<file path="src/rtl/demux_ch_deser.sv">
// Two-channel bit-serial deserializer: steers each accepted bit into its channel's
// shift register and presents finished W-bit words on per-channel valid/ready ports.
module demux_ch_deser #(
  parameter int unsigned W = 8
) (
  input  logic         clk,
  input  logic         rst,
  input  logic         in_valid,
  input  logic         sel,
  input  logic         din,
  output logic         in_ready,
  output logic [W-1:0] out0_data,
  output logic         out0_valid,
  input  logic         out0_ready,
  output logic [W-1:0] out1_data,
  output logic         out1_valid,
  input  logic         out1_ready
);

  localparam int unsigned CW = (W > 1) ? $clog2(W) : 1;
  localparam int unsigned NCH = 2;
  localparam logic [CW-1:0] CNT_LAST = CW'(W - 1);

  logic [W-1:0]  sh_q       [NCH];
  logic [W-1:0]  sh_d       [NCH];
  logic [CW-1:0] cnt_q      [NCH];
  logic [CW-1:0] cnt_d      [NCH];
  logic          full_q     [NCH];
  logic          full_d     [NCH];
  logic [W-1:0]  out_data_q [NCH];
  logic [W-1:0]  out_data_d [NCH];
  logic          out_valid_q[NCH];
  logic          out_valid_d[NCH];

  logic          out_ready_c[NCH];
  logic          accept_c   [NCH];
  logic          can_load_c [NCH];
  logic [W-1:0]  shifted_c  [NCH];

  assign out_ready_c[0] = out0_ready;
  assign out_ready_c[1] = out1_ready;

  // A channel only stalls its own input once a second word is parked in sh.
  assign in_ready = !full_q[sel];

  assign out0_data  = out_data_q[0];
  assign out0_valid = out_valid_q[0];
  assign out1_data  = out_data_q[1];
  assign out1_valid = out_valid_q[1];

  always_comb begin
    for (int c = 0; c < int'(NCH); c++) begin
      sh_d[c]        = sh_q[c];
      cnt_d[c]       = cnt_q[c];
      full_d[c]      = full_q[c];
      out_data_d[c]  = out_data_q[c];
      out_valid_d[c] = out_valid_q[c];

      accept_c[c]   = in_valid && !full_q[c] && (sel == 1'(c));
      can_load_c[c] = !out_valid_q[c] || out_ready_c[c];
      shifted_c[c]  = {sh_q[c][W-2:0], din};

      if (out_valid_q[c] && out_ready_c[c]) begin
        out_valid_d[c] = 1'b0;
      end

      // While full the input is stalled, so only the parked word can move.
      if (full_q[c]) begin
        if (can_load_c[c]) begin
          out_data_d[c]  = sh_q[c];
          out_valid_d[c] = 1'b1;
          full_d[c]      = 1'b0;
        end
      end else if (accept_c[c]) begin
        sh_d[c] = shifted_c[c];
        if (cnt_q[c] == CNT_LAST) begin
          cnt_d[c] = '0;
          if (can_load_c[c]) begin
            out_data_d[c]  = shifted_c[c];
            out_valid_d[c] = 1'b1;
          end else begin
            full_d[c] = 1'b1;
          end
        end else begin
          cnt_d[c] = cnt_q[c] + CW'(1);
        end
      end
    end
  end

  always_ff @(posedge clk) begin
    if (rst) begin
      for (int c = 0; c < int'(NCH); c++) begin
        sh_q[c]        <= '0;
        cnt_q[c]       <= '0;
        full_q[c]      <= 1'b0;
        out_data_q[c]  <= '0;
        out_valid_q[c] <= 1'b0;
      end
    end else begin
      for (int c = 0; c < int'(NCH); c++) begin
        sh_q[c]        <= sh_d[c];
        cnt_q[c]       <= cnt_d[c];
        full_q[c]      <= full_d[c];
        out_data_q[c]  <= out_data_d[c];
        out_valid_q[c] <= out_valid_d[c];
      end
    end
  end

endmodule
</file>
<file path="config.mk">
export PLATFORM = sky130hd
export DESIGN_NAME = demux_ch_deser
export DESIGN_NICKNAME = d
export VERILOG_FILES = /design/src/rtl/demux_ch_deser.sv
export SDC_FILE = /design/constraint.sdc
export NUM_CORES = 1
export LEC_CHECK = 0
export BUFFER_PORTS_ARGS = -buffer_cell sky130_fd_sc_hd__buf_2
export CORE_MARGIN = 4
export CORE_UTILIZATION = 50
export DETAILED_ROUTE_END_ITERATION = 7
export GPL_TIMING_DRIVEN = 0
export PLACE_DENSITY = 0.72
export SLEW_MARGIN = 20
export SYNTH_ARGS = -nofsm -noshare
export SYNTH_HDL_FRONTEND = slang
export SYNTH_SLANG_ARGS = --single-unit
</file>
<file path="constraint.sdc">
create_clock -name clk -period 3.1 [get_ports clk]
set_input_delay 0.465 -clock clk [delete_from_list [all_inputs] [get_ports clk]]
set_output_delay 0.465 -clock clk [all_outputs]
set_load 0.02 [all_outputs]
</file>
Yosys cells after proc, flatten, opt, wreduce, memory -nomap -nowiden
Memory sizes are Yosys's and may differ from the RTL's.
Cells that the tools add are included.
Word-level totals
  output and inout port bits: 19
  memories: 5
  register bits after elaboration: 0
  logic and storage cells: 84
  memory bits (writable): 42
Operators by class
  reductions and logical operators: 13
  add/subtract/negate cells: 2
  bitwise gates (word level): 11
  equal/unequal tests: 2
  mux-type cells: 51
Memory list
  out_data_q: words 2, bits a word 8, read ports 2, clocked after memory_dff 0, write ports 2, RTL line 30  | logic [W-1:0] out_data_q [NCH];
  sh_q: words 2, bits a word 8, read ports 2, clocked after memory_dff 0, write ports 2, RTL line 24  | logic [W-1:0] sh_q [NCH];
  cnt_q: words 2, bits a word 3, read ports 2, clocked after memory_dff 0, write ports 2, RTL line 26  | logic [CW-1:0] cnt_q [NCH];
  full_q: words 2, bits a word 1, read ports 3, clocked after memory_dff 0, write ports 2, RTL line 28  | logic full_q [NCH];
  out_valid_q: words 2, bits a word 1, read ports 2, clocked after memory_dff 0, write ports 2, RTL line 32  | logic out_valid_q[NCH];
Operators with widths (number)
  8-bit two-way mux: 18
  1-bit two-way mux: 25
  3-bit two-way mux: 8
  1-bit OR: 10
  3-bit by 1-bit adder with 3-bit output, second input constant: 2
  3-bit == test, second input constant: 2
  1-bit logical AND: 6
  1-bit zero test: 5
  1-bit logical OR: 2
  1-bit inverter: 1

Logic depth before layout (Yosys ltp)
Gate-level depths: netlist (run 1).
  depth after elaboration: 7
  gate-level depth with buffers: 6

Least setup slack after synthesis (run 1)
Ideal clock, no wire load.
  path kind: reg-to-output
  start: memory full_q[0]
  end: output port in_ready
  data required time: 2635 ps
  stages on the path, launching flop included: 4
  path slack: 1635 ps
  arrival: 1000 ps
  path through: dfxtp_1 -> buf_4 -> buf_6 -> mux2i_1
RTL lines
  start, declared: RTL line 28
  end, declared: RTL line 11  | output logic in_ready,

==> flow_summary.toml, run 1 <==
[pwr]
p_leak_nw = 1.04
vdd.ir_drop.worst_v = 0.000386
power_per_cell_area_mw_per_mm2 = 488

[yosys]
dominantRegCellSynth = "dfxtp_1"
synth_top_cell_area_share_pct = 42.5
synthesis.area_per_instance_sq_um = 8.95
mappedNetlistArea_sq_mm = 0.00198
post-synth-top-area-cell = "dfxtp_1"
portion_of_the_post_synthesis_area_used_by_sequential_elements_pct = 42.5
post_synth_main_area_contributors = "dfxtp_1 43%, mux2i_1 14%, nor4_1 10%, nor3_1 4.6%, nand2b_1 4.1%"
yosysWarnings = 0
synthArstFlopShare_pct = 0
mappedNetlistNets = 233
postSynthRegisterBits = 42
synth-edff-count = 0
synth.lib_cells_used.distinct = 23
synthesis.instances = 221

[sta]
timing.hold.ws_ns = 0.456
tightestPinTransition_ns = 0.501
fmax_mhz = 511
report.final.slew_viol_count = 0
report.final.setup_viol = 0
fin_crit_sh_pct = 63.2
layout_min_cycle_time_ns = 1.96
worst_clock_skew_ns = 0.00489
tns_ns = 0
unrepaired_setup_endpoints_after_global_routing = "no"
slew-limit-headroom_pct = 66.6
report.final.hold_viol_count = 0

[worst_setup_path]
timing_worst_setup_path_type = "reg -> out"
critical_path_required_ns = 2.63
worst-path-buf-inv = 3
worst_setup_path_start_kind = "flip-flop"
timing.critical_path.slowest_cell_delay_ns = 0.54
worst_path_max_fanout = 10
crit_start = "full_q[0]"
cp_slowest_cell = "dfxtp_1"
r2r_start = "cnt_q[0][0]"
r2r_slack_ns = 1.62
cp_data_arrival_time_ns = 1.49
worstPathCellList = "buf_4 -> buf_6 -> mux2i_1 -> buf_2"
critical_path.reg2reg.endpoint = "out_data_q[0][0]"
timing.critical_path.to_type = "primary output"
worst_r2r_path_depth = 6
worst_path_dominant_cell_family = "buffers and inverters"

[placed_design]
place_hpwl_um = 3030
gpl.final_weighted_congestion = 0.826
dp_cells = 293
buffer_ports.inserted = 24

[routing]
drt_wl_total_um = 4350
antenna_left = 0
vias_per_cell = 5.63
firstDrtPassIters = 4
post_drt_wl_per_cell_um = 14.4
drt_first_iter_violations = 147
drc_markers = 0
detailroute.via_count = 1696

[layout]
insertedDiodeCount = 0
final-instance-count-excl-fill = 301
areaGrowthSynthToFinish_pct = 16.3
most_frequent_standard_cell_in_the_layout_excluding_fill_and_tap_cells = "dfxtp_1"
layout_cell_share_with_drive_strength_beyond_1_pct = 17.8
finalNetCount = 264
commonest_cells_after_routing_fill_and_taps_aside = "42 x dfxtp_1, 32 x nor4_1, 31 x buf_2, 28 x mux2i_1, 21 x nand2_1"
fin_util_pct = 61.4

[clock_tree]
cts_tree = "yes"
clock_slew_at_reported_path_ffs_ns = 0.08
cts-root-buf = "clkbuf_8"
postCtsSetupRepairBufs = 0
insertion_delay_ns = 0.29
cts_buffer_depth = 2
cts_repair_resize_count = 0
tritoncts_num_sinks = 42
cts_hold_buffers = 0
clock_buffers_created_by_tritoncts = 5
htreeDepth = 2

[floorplanning]
floorplan.die.width_um = 70.9
fp.dieH_um = 70.9
floorplan.initialDensity_pct = 52.8
core_area_sq_mm = 0.00374
die_area_sq_mm = 0.00502
num_io_pins = 26
std_cell_rows = 22

[global_route]
grt_max_degree = 14
gr-usage-all-layers_pct = 17.7
global_route.overflow_total = 0
antenna_found_initial = 0
vias_in_the_first_global_route = 1489
grt_pass1_wl_um = 7200

[worst_hold_path]
min_from = "sh_q[0][15]"
hold-path-endpoint = "sh_q[0][15]"
min_delay_path_depth = 2
hold_path.class = "reg -> reg"

[flow_run]
drv.max_cap_violation_count = 0

[status]
outcome = "finished, final reports clean"
==> how the worst max path moves through the flow <==
| stage | to | slack [ns] | cells after the start |
|---|---|---|---|
| 3_5_place_dp | in_ready | 1.51 | 4 |
| 4_1_cts | in_ready | 1.15 | 4 |
| 2_1_floorplan | in_ready | 1.64 | 3 |
| 6_report | in_ready | 1.14 | 4 |
| 3_3_place_gp | in_ready | 1.51 | 4 |
| 5_1_grt | in_ready | 1.08 | 4 |
==> power breakdown <==
part | internal, W | total (W) | leakage (nW) | switching [W]
Clock | 0.000344 | 0.000534 | 0.0714 | 0.000191
Combinational | 0.0000151 | 0.0000407 | 0.632 | 0.0000256
Sequential | 0.000544 | 0.000547 | 0.339 | 0.00000382
Total | 0.000902 | 0.00112 | 1.04 | 0.000220
==> cell families (layout without fill, tap and decap cells) <==
family / Yosys count / in the layout / share of synthesized area (%)
AO/OA/AOI/OAI: 13 / 13 / 3.42
multiplexers: 28 / 28 / 14.2
adder cells (fa/ha/maj): 5 / 5 / 3.16
flip-flops: 42 / 42 / 42.5
AND/OR/NAND/NOR: 114 / 114 / 31.3
buffers and inverters: 19 / 51 / 5.38
==> metal layers <==
layer / wire length, um / global-route usage [%] / part of all wire [%]
met4: 68 / 7.10 / 1.6
met2: 1900 / 24.6 / 44
met5: 0 / 0 / 0
met3: 283 / 4.40 / 6.5
met1: 2100 / 26.0 / 48
==> registers in the layout (all words and copies together), names as in the netlist <==
register	flops
sh_q	16
out_data_q	16
cnt_q	6
full_q	2
out_valid_q	2
==> synthesized netlist by cell type (2+ instances only) <==
library cell   n
clkbuf_1       6
ha_1           5
nand3b_1       2
nor2b_1        2
nor3_1        18
mux2i_1       28
a21oi_1       12
nand2b_1      13
or2b_1         5
dfxtp_1       42
buf_6          2
buf_4          3
and3b_1        2
nor2_1        15
nand2_1       21
buf_2          7
nor4_1        32
==> worst min-delay path, cell delays in order, from the launching register on <==
cell and delay (ns):
dfxtp_1 0.31, nand2_1 0.05, a21oi_1 0.05
==> through the flow <==
stage	setup WS, ns	area (sq um)	total power, W
floorplan	1.64	1980	0.000587
global placement	1.51	2160	0.000600
detailed placement	1.51	2160	0.000601
CTS	1.15	2300	0.00113
global route	1.08	2300	0.00116
finish	1.14	2300	0.00112
==> final cells by class <==
type / count / area [sq um]
Buffer: 19 / 106
Timing Repair Buffer: 24 / 120
Sequential cell: 42 / 841
Multi-Input combinational cell: 160 / 1030
Fill cell: 329 / 1440
Tap cell: 48 / 60.1
Clock inverter: 2 / 60.1
Clock buffer: 6 / 82.6
No activity file was read; power rests on OpenSTA's default activity.
==> inputs of run 2 (changes only) <==
- PLACE_DENSITY: 0.72 -> 0.74
- clock period: 3.1 -> 1.7 ns (I/O delays scaled with it)
==> run 2 against run 1 <==
Net effect:
- total power rose by 66%
- sequential share of layout area up 0.58 points
- critical path depth is the same
- sequential cell count did not move
- cell area is 1.4% lower
==> flow_summary.toml, run 2 (synthesis results as in run 1) <==
[layout]
most_frequent_standard_cell_in_the_layout_excluding_fill_and_tap_cells = "dfxtp_1"
insertedDiodeCount = 0
largest_registers = "out_data_q x16, sh_q x16, cnt_q x6"
commonest_cells_after_routing_fill_and_taps_aside = "41 x dfxtp_1, 32 x nor4_1, 30 x buf_2, 28 x mux2i_1, 21 x nand2_1"
final.fill_count = 356
final-instance-count-excl-fill = 301
layout_cell_share_with_drive_strength_beyond_1_pct = 17.4
areaGrowthSynthToFinish_pct = 14.7
finalNetCount = 264

[floorplanning]
num_io_pins = 26
floorplan.initialDensity_pct = 52.8
die_area_sq_mm = 0.00502
core_area_sq_mm = 0.00374
std_cell_rows = 22
fp.dieH_um = 70.9
floorplan.die.width_um = 70.9

[clock_tree]
cts_buffer_depth = 2
tritoncts_num_sinks = 42
cts_tree = "yes"
insertion_delay_ns = 0.30
postCtsSetupRepairBufs = 0
clock_buffers_created_by_tritoncts = 5
clock_slew_at_reported_path_ffs_ns = 0.08
htreeDepth = 2
cts-root-buf = "clkbuf_8"

[sta]
report.final.hold_viol_count = 0
unrepaired_setup_endpoints_after_global_routing = "no"
tns_ns = 0
fin_crit_sh_pct = 99.5
report.final.slew_viol_count = 0
tightestPinTransition_ns = 0.467
timing.hold.ws_ns = 0.250
slew-limit-headroom_pct = 68.9
layout_min_cycle_time_ns = 1.69
worst_clock_skew_ns = 0.0117
report.final.setup_viol = 0
fmax_mhz = 591

[placed_design]
dp_cells = 293
buffer_ports.inserted = 24
gpl.final_weighted_congestion = 0.807
place_hpwl_um = 2990

[routing]
drc_markers = 0
antenna_left = 0
firstDrtPassIters = 4
vias_per_cell = 5.66
drt_wl_total_um = 4310
detailroute.via_count = 1704
drt_first_iter_violations = 145
post_drt_wl_per_cell_um = 14.3

[pwr]
report.power.total_w = 0.00186
power_per_cell_area_mw_per_mm2 = 821
vdd.ir_drop.worst_v = 0.000604
p_leak_nw = 1.02

[worst_setup_path]
timing.critical_path.to_type = "primary output"
worst_setup_path_start_kind = "flip-flop"
cp_data_arrival_time_ns = 1.44
timing_worst_setup_path_type = "reg -> out"
r2r_start = "cnt_q[0][0]"
worst_path_max_fanout = 10
critical_path.reg2reg.endpoint = "out_data_q[0][2]"
critical_path_required_ns = 1.44
worst_r2r_path_depth = 6
crit_start = "full_q[1]"
timing.critical_path.to = "in_ready"
r2r_slack_ns = 0.21

[flow_run]
drv.max_cap_violation_count = 0

[worst_hold_path]
min_delay_path_depth = 3
hold_path.class = "in -> reg"

[global_route]
grt_pass1_wl_um = 7460
gr-usage-all-layers_pct = 18.4
antenna_found_initial = 0
global_route.overflow_total = 0
grt_max_degree = 13
vias_in_the_first_global_route = 1575

[status]
outcome = "finished, final reports clean"
run 2: changes by cell type in the layout (fill, tap and decap cells not counted), sizes merged:
cell / change
bufinv: -1
buf: -1
clkbuf: +2
run 2: what timing repair did:
action	CTS	global route
gates resized for setup	1	1
setup endpoints to repair	1	1
endpoints found under the hold margin	0	0
hold buffers	0	0
run 2: metrics by stage:
step / utilization (%) / area, sq um / worst slack, ns
floorplan: - / 1980 / 0.384
global placement: 57.6 / 2160 / 0.269
detailed placement: 57.6 / 2160 / 0.209
CTS: 60.5 / 2260 / 0.0426
global route: 60.6 / 2270 / 0.00550
finish: 60.6 / 2270 / 0.00809
run 2: area by class of cell:
cell class                 count  area (sq um)  share of cell area (%)
buffer                        19           109                    4.80
clock buffer                   7          76.3                    3.37
clock inverter                 1          30.0                    1.32
multi-input combinational    160          1030                    45.4
sequential                    42           842                    37.1
tap                           48          60.1                    2.65
timing repair buffer          24           120                    5.30
run 2: per-layer routing:
layer	GRT usage, %	part of all wire [%]	vias up
met3	4.83	4.1	8
met4	6.26	1.8	0
met5	0	0	-
li1	-	-	850
met1	24.3	48	815
met2	29.4	46	31
run 2: critical path, cell delays in order (launching register included):
cell and delay, ns:
dfxtp_1 0.31, buf_2 0.18, clkbuf_4 0.21, mux2i_1 0.23
buf_2 0.21
run 2: worst min path at each step:
stage	startpoint	endpoint	slack [ns]
final	din	sh_q[0][8]	0.25
after global routing	din	sh_q[0][8]	0.28
after CTS	din	sh_q[0][8]	0.25
after detailed placement	sh_q[0][15]	sh_q[0][15]	0.45
after global placement	sh_q[0][15]	sh_q[0][15]	0.45
after floorplan	din	sh_q[0][8]	0.39
run 2: where the power goes:
group	internal, W	total [W]	switching, W
sequential	0.000991	0.000999	0.00000748
combinational	0.0000276	0.0000738	0.0000462
clock	0.000440	0.000789	0.000349
total	0.00146	0.00186	0.000402
==> inputs of run 3 (changes only) <==
- CORE_MARGIN: 4 -> 10
==> run 3 against run 2 <==
Net effect:
- cell count is the same
- register-to-register slack gained 0.02 ns
- sequential share of layout area grew 0.14 points
- sequential power is essentially flat
- fmax grew 2.6%
- global-route usage shrank 5.3 points
- critical endpoint unchanged
- routed wire length grew 5.2%
- combinational power grew 2%
- highest routed layer unchanged
- setup slack gained 0.043 ns
- total power shrank 6.1%
==> flow_summary.toml, run 3 (synthesis results as in run 1) <==
[floorplanning]
die_area_sq_mm = 0.00687
std_cell_rows = 22
core_area_sq_mm = 0.00374
floorplan.die.width_um = 82.9
fp.dieH_um = 82.9
num_io_pins = 26
floorplan.initialDensity_pct = 52.8

[worst_setup_path]
timing_worst_setup_path_type = "reg -> out"
worst_r2r_path_depth = 6
crit_start = "full_q[0]"
r2r_slack_ns = 0.23
worst_setup_path_start_kind = "flip-flop"
timing.critical_path.to = "in_ready"
critical_path.reg2reg.endpoint = "out_data_q[0][4]"
timing.critical_path.to_type = "primary output"
r2r_start = "cnt_q[0][0]"
cp_data_arrival_time_ns = 1.39
critical_path_required_ns = 1.44
worst_path_max_fanout = 10

[routing]
drt_first_iter_violations = 114
firstDrtPassIters = 8
antenna_left = 0
drt_wl_total_um = 4530
post_drt_wl_per_cell_um = 15.1
drc_markers = 0
vias_per_cell = 5.74
detailroute.via_count = 1727

[sta]
fmax_mhz = 606
slew-limit-headroom_pct = 66.6
unrepaired_setup_endpoints_after_global_routing = "no"
fin_crit_sh_pct = 97.0
timing.hold.ws_ns = 0.235
report.final.hold_viol_count = 0
tns_ns = 0
worst_clock_skew_ns = 0.0109
report.final.slew_viol_count = 0
setup_ws_ns = 0.0512
report.final.setup_viol = 0
tightestPinTransition_ns = 0.500
layout_min_cycle_time_ns = 1.65

[global_route]
gr-usage-all-layers_pct = 13.1
global_route.overflow_total = 0
grt_pass1_wl_um = 7870
antenna_found_initial = 0
vias_in_the_first_global_route = 1643
grt_max_degree = 14

[worst_hold_path]
min_delay_path_depth = 3
hold_path.class = "in -> reg"

[placed_design]
dp_cells = 293
dp_worst_setup_slack_ns = 0.253
gpl.final_weighted_congestion = 0.802
place_hpwl_um = 3130
buffer_ports.inserted = 24
placed_area_sq_mm = 0.00216

[pwr]
p_leak_nw = 1.02
vdd.ir_drop.worst_v = 0.000430
power_per_cell_area_mw_per_mm2 = 774

[clock_tree]
postCtsSetupRepairBufs = 0
clock_buffers_created_by_tritoncts = 5
cts_hold_buffers = 0
insertion_delay_ns = 0.30
tritoncts_num_sinks = 42
clock_slew_at_reported_path_ffs_ns = 0.09
cts-root-buf = "clkbuf_8"
htreeDepth = 2
cts_buffer_depth = 2
cts_tree = "yes"

[layout]
final.fill_count = 354
final_area_sq_mm = 0.00226
final-instance-count-excl-fill = 301
most_frequent_standard_cell_in_the_layout_excluding_fill_and_tap_cells = "dfxtp_1"
insertedDiodeCount = 0
finalNetCount = 264
largest_registers = "out_data_q x16, sh_q x16, cnt_q x6"
commonest_cells_after_routing_fill_and_taps_aside = "41 x dfxtp_1, 32 x nor4_1, 29 x buf_2, 28 x mux2i_1, 21 x nand2_1"
areaGrowthSynthToFinish_pct = 14.2
layout_cell_share_with_drive_strength_beyond_1_pct = 18.2

[status]
outcome = "finished, final reports clean"

[flow_run]
drv.max_cap_violation_count = 0
==> run 3: cell type report <==
type                    count  area [sq um]  area share (%)
well taps                  48          60.1            2.66
repair buffers             24           123            5.43
plain buffers              19           109            4.82
multi-input cells         160          1030            45.6
flip-flops and latches     42           842            37.3
clock buffers               6          82.6            3.66
clock inverters             2          12.5           0.554
==> run 3: worst min-delay path by stage <==
stage	startpoint	endpoint	slack, ns
3_3_place_gp	sh_q[0][15]	sh_q[0][15]	0.45
2_1_floorplan	din	sh_q[0][8]	0.39
6_report	din	sh_q[0][8]	0.24
5_1_grt	din	sh_q[0][8]	0.24
4_1_cts	din	sh_q[0][8]	0.23
3_5_place_dp	sh_q[0][15]	sh_q[0][15]	0.44
==> run 3: power breakdown <==
group | total, W | internal, W | switching, W
Sequential | 0.000998 | 0.000991 | 0.00000690
Clock | 0.000674 | 0.000326 | 0.000347
Combinational | 0.0000752 | 0.0000277 | 0.0000474
==> run 3: critical path: stages, from the launching register on <==
cell	delay, ns
dfxtp_2	0.39
buf_4	0.19
buf_6	0.15
mux2i_1	0.19
buf_4	0.18
==> run 3: repair_timing <==
| action | 4_1_cts | 5_1_grt |
|---|---|---|
| endpoints found under the setup margin | 1 | 1 |
| gates resized for setup | 1 | 3 |
| endpoints found under the hold margin | 0 | 0 |
==> run 3: routing by layer <==
metal | part of all wire [%] | GRT usage [%] | vias to the layer above
li1 | - | - | 852
met5 | 0 | 0 | -
met1 | 46 | 16.3 | 812
met2 | 44 | 20.7 | 53
met4 | 1.6 | 4.62 | 0
met3 | 8.2 | 4.10 | 10
==> run 3: metrics by stage <==
step	total power [W]	utilization (%)
after global placement	0.00109	57.6
after detailed placement	0.00110	57.6
final	0.00175	60.3
after floorplan	0.00107	-
after global routing	0.00181	60.3
after CTS	0.00176	60.2
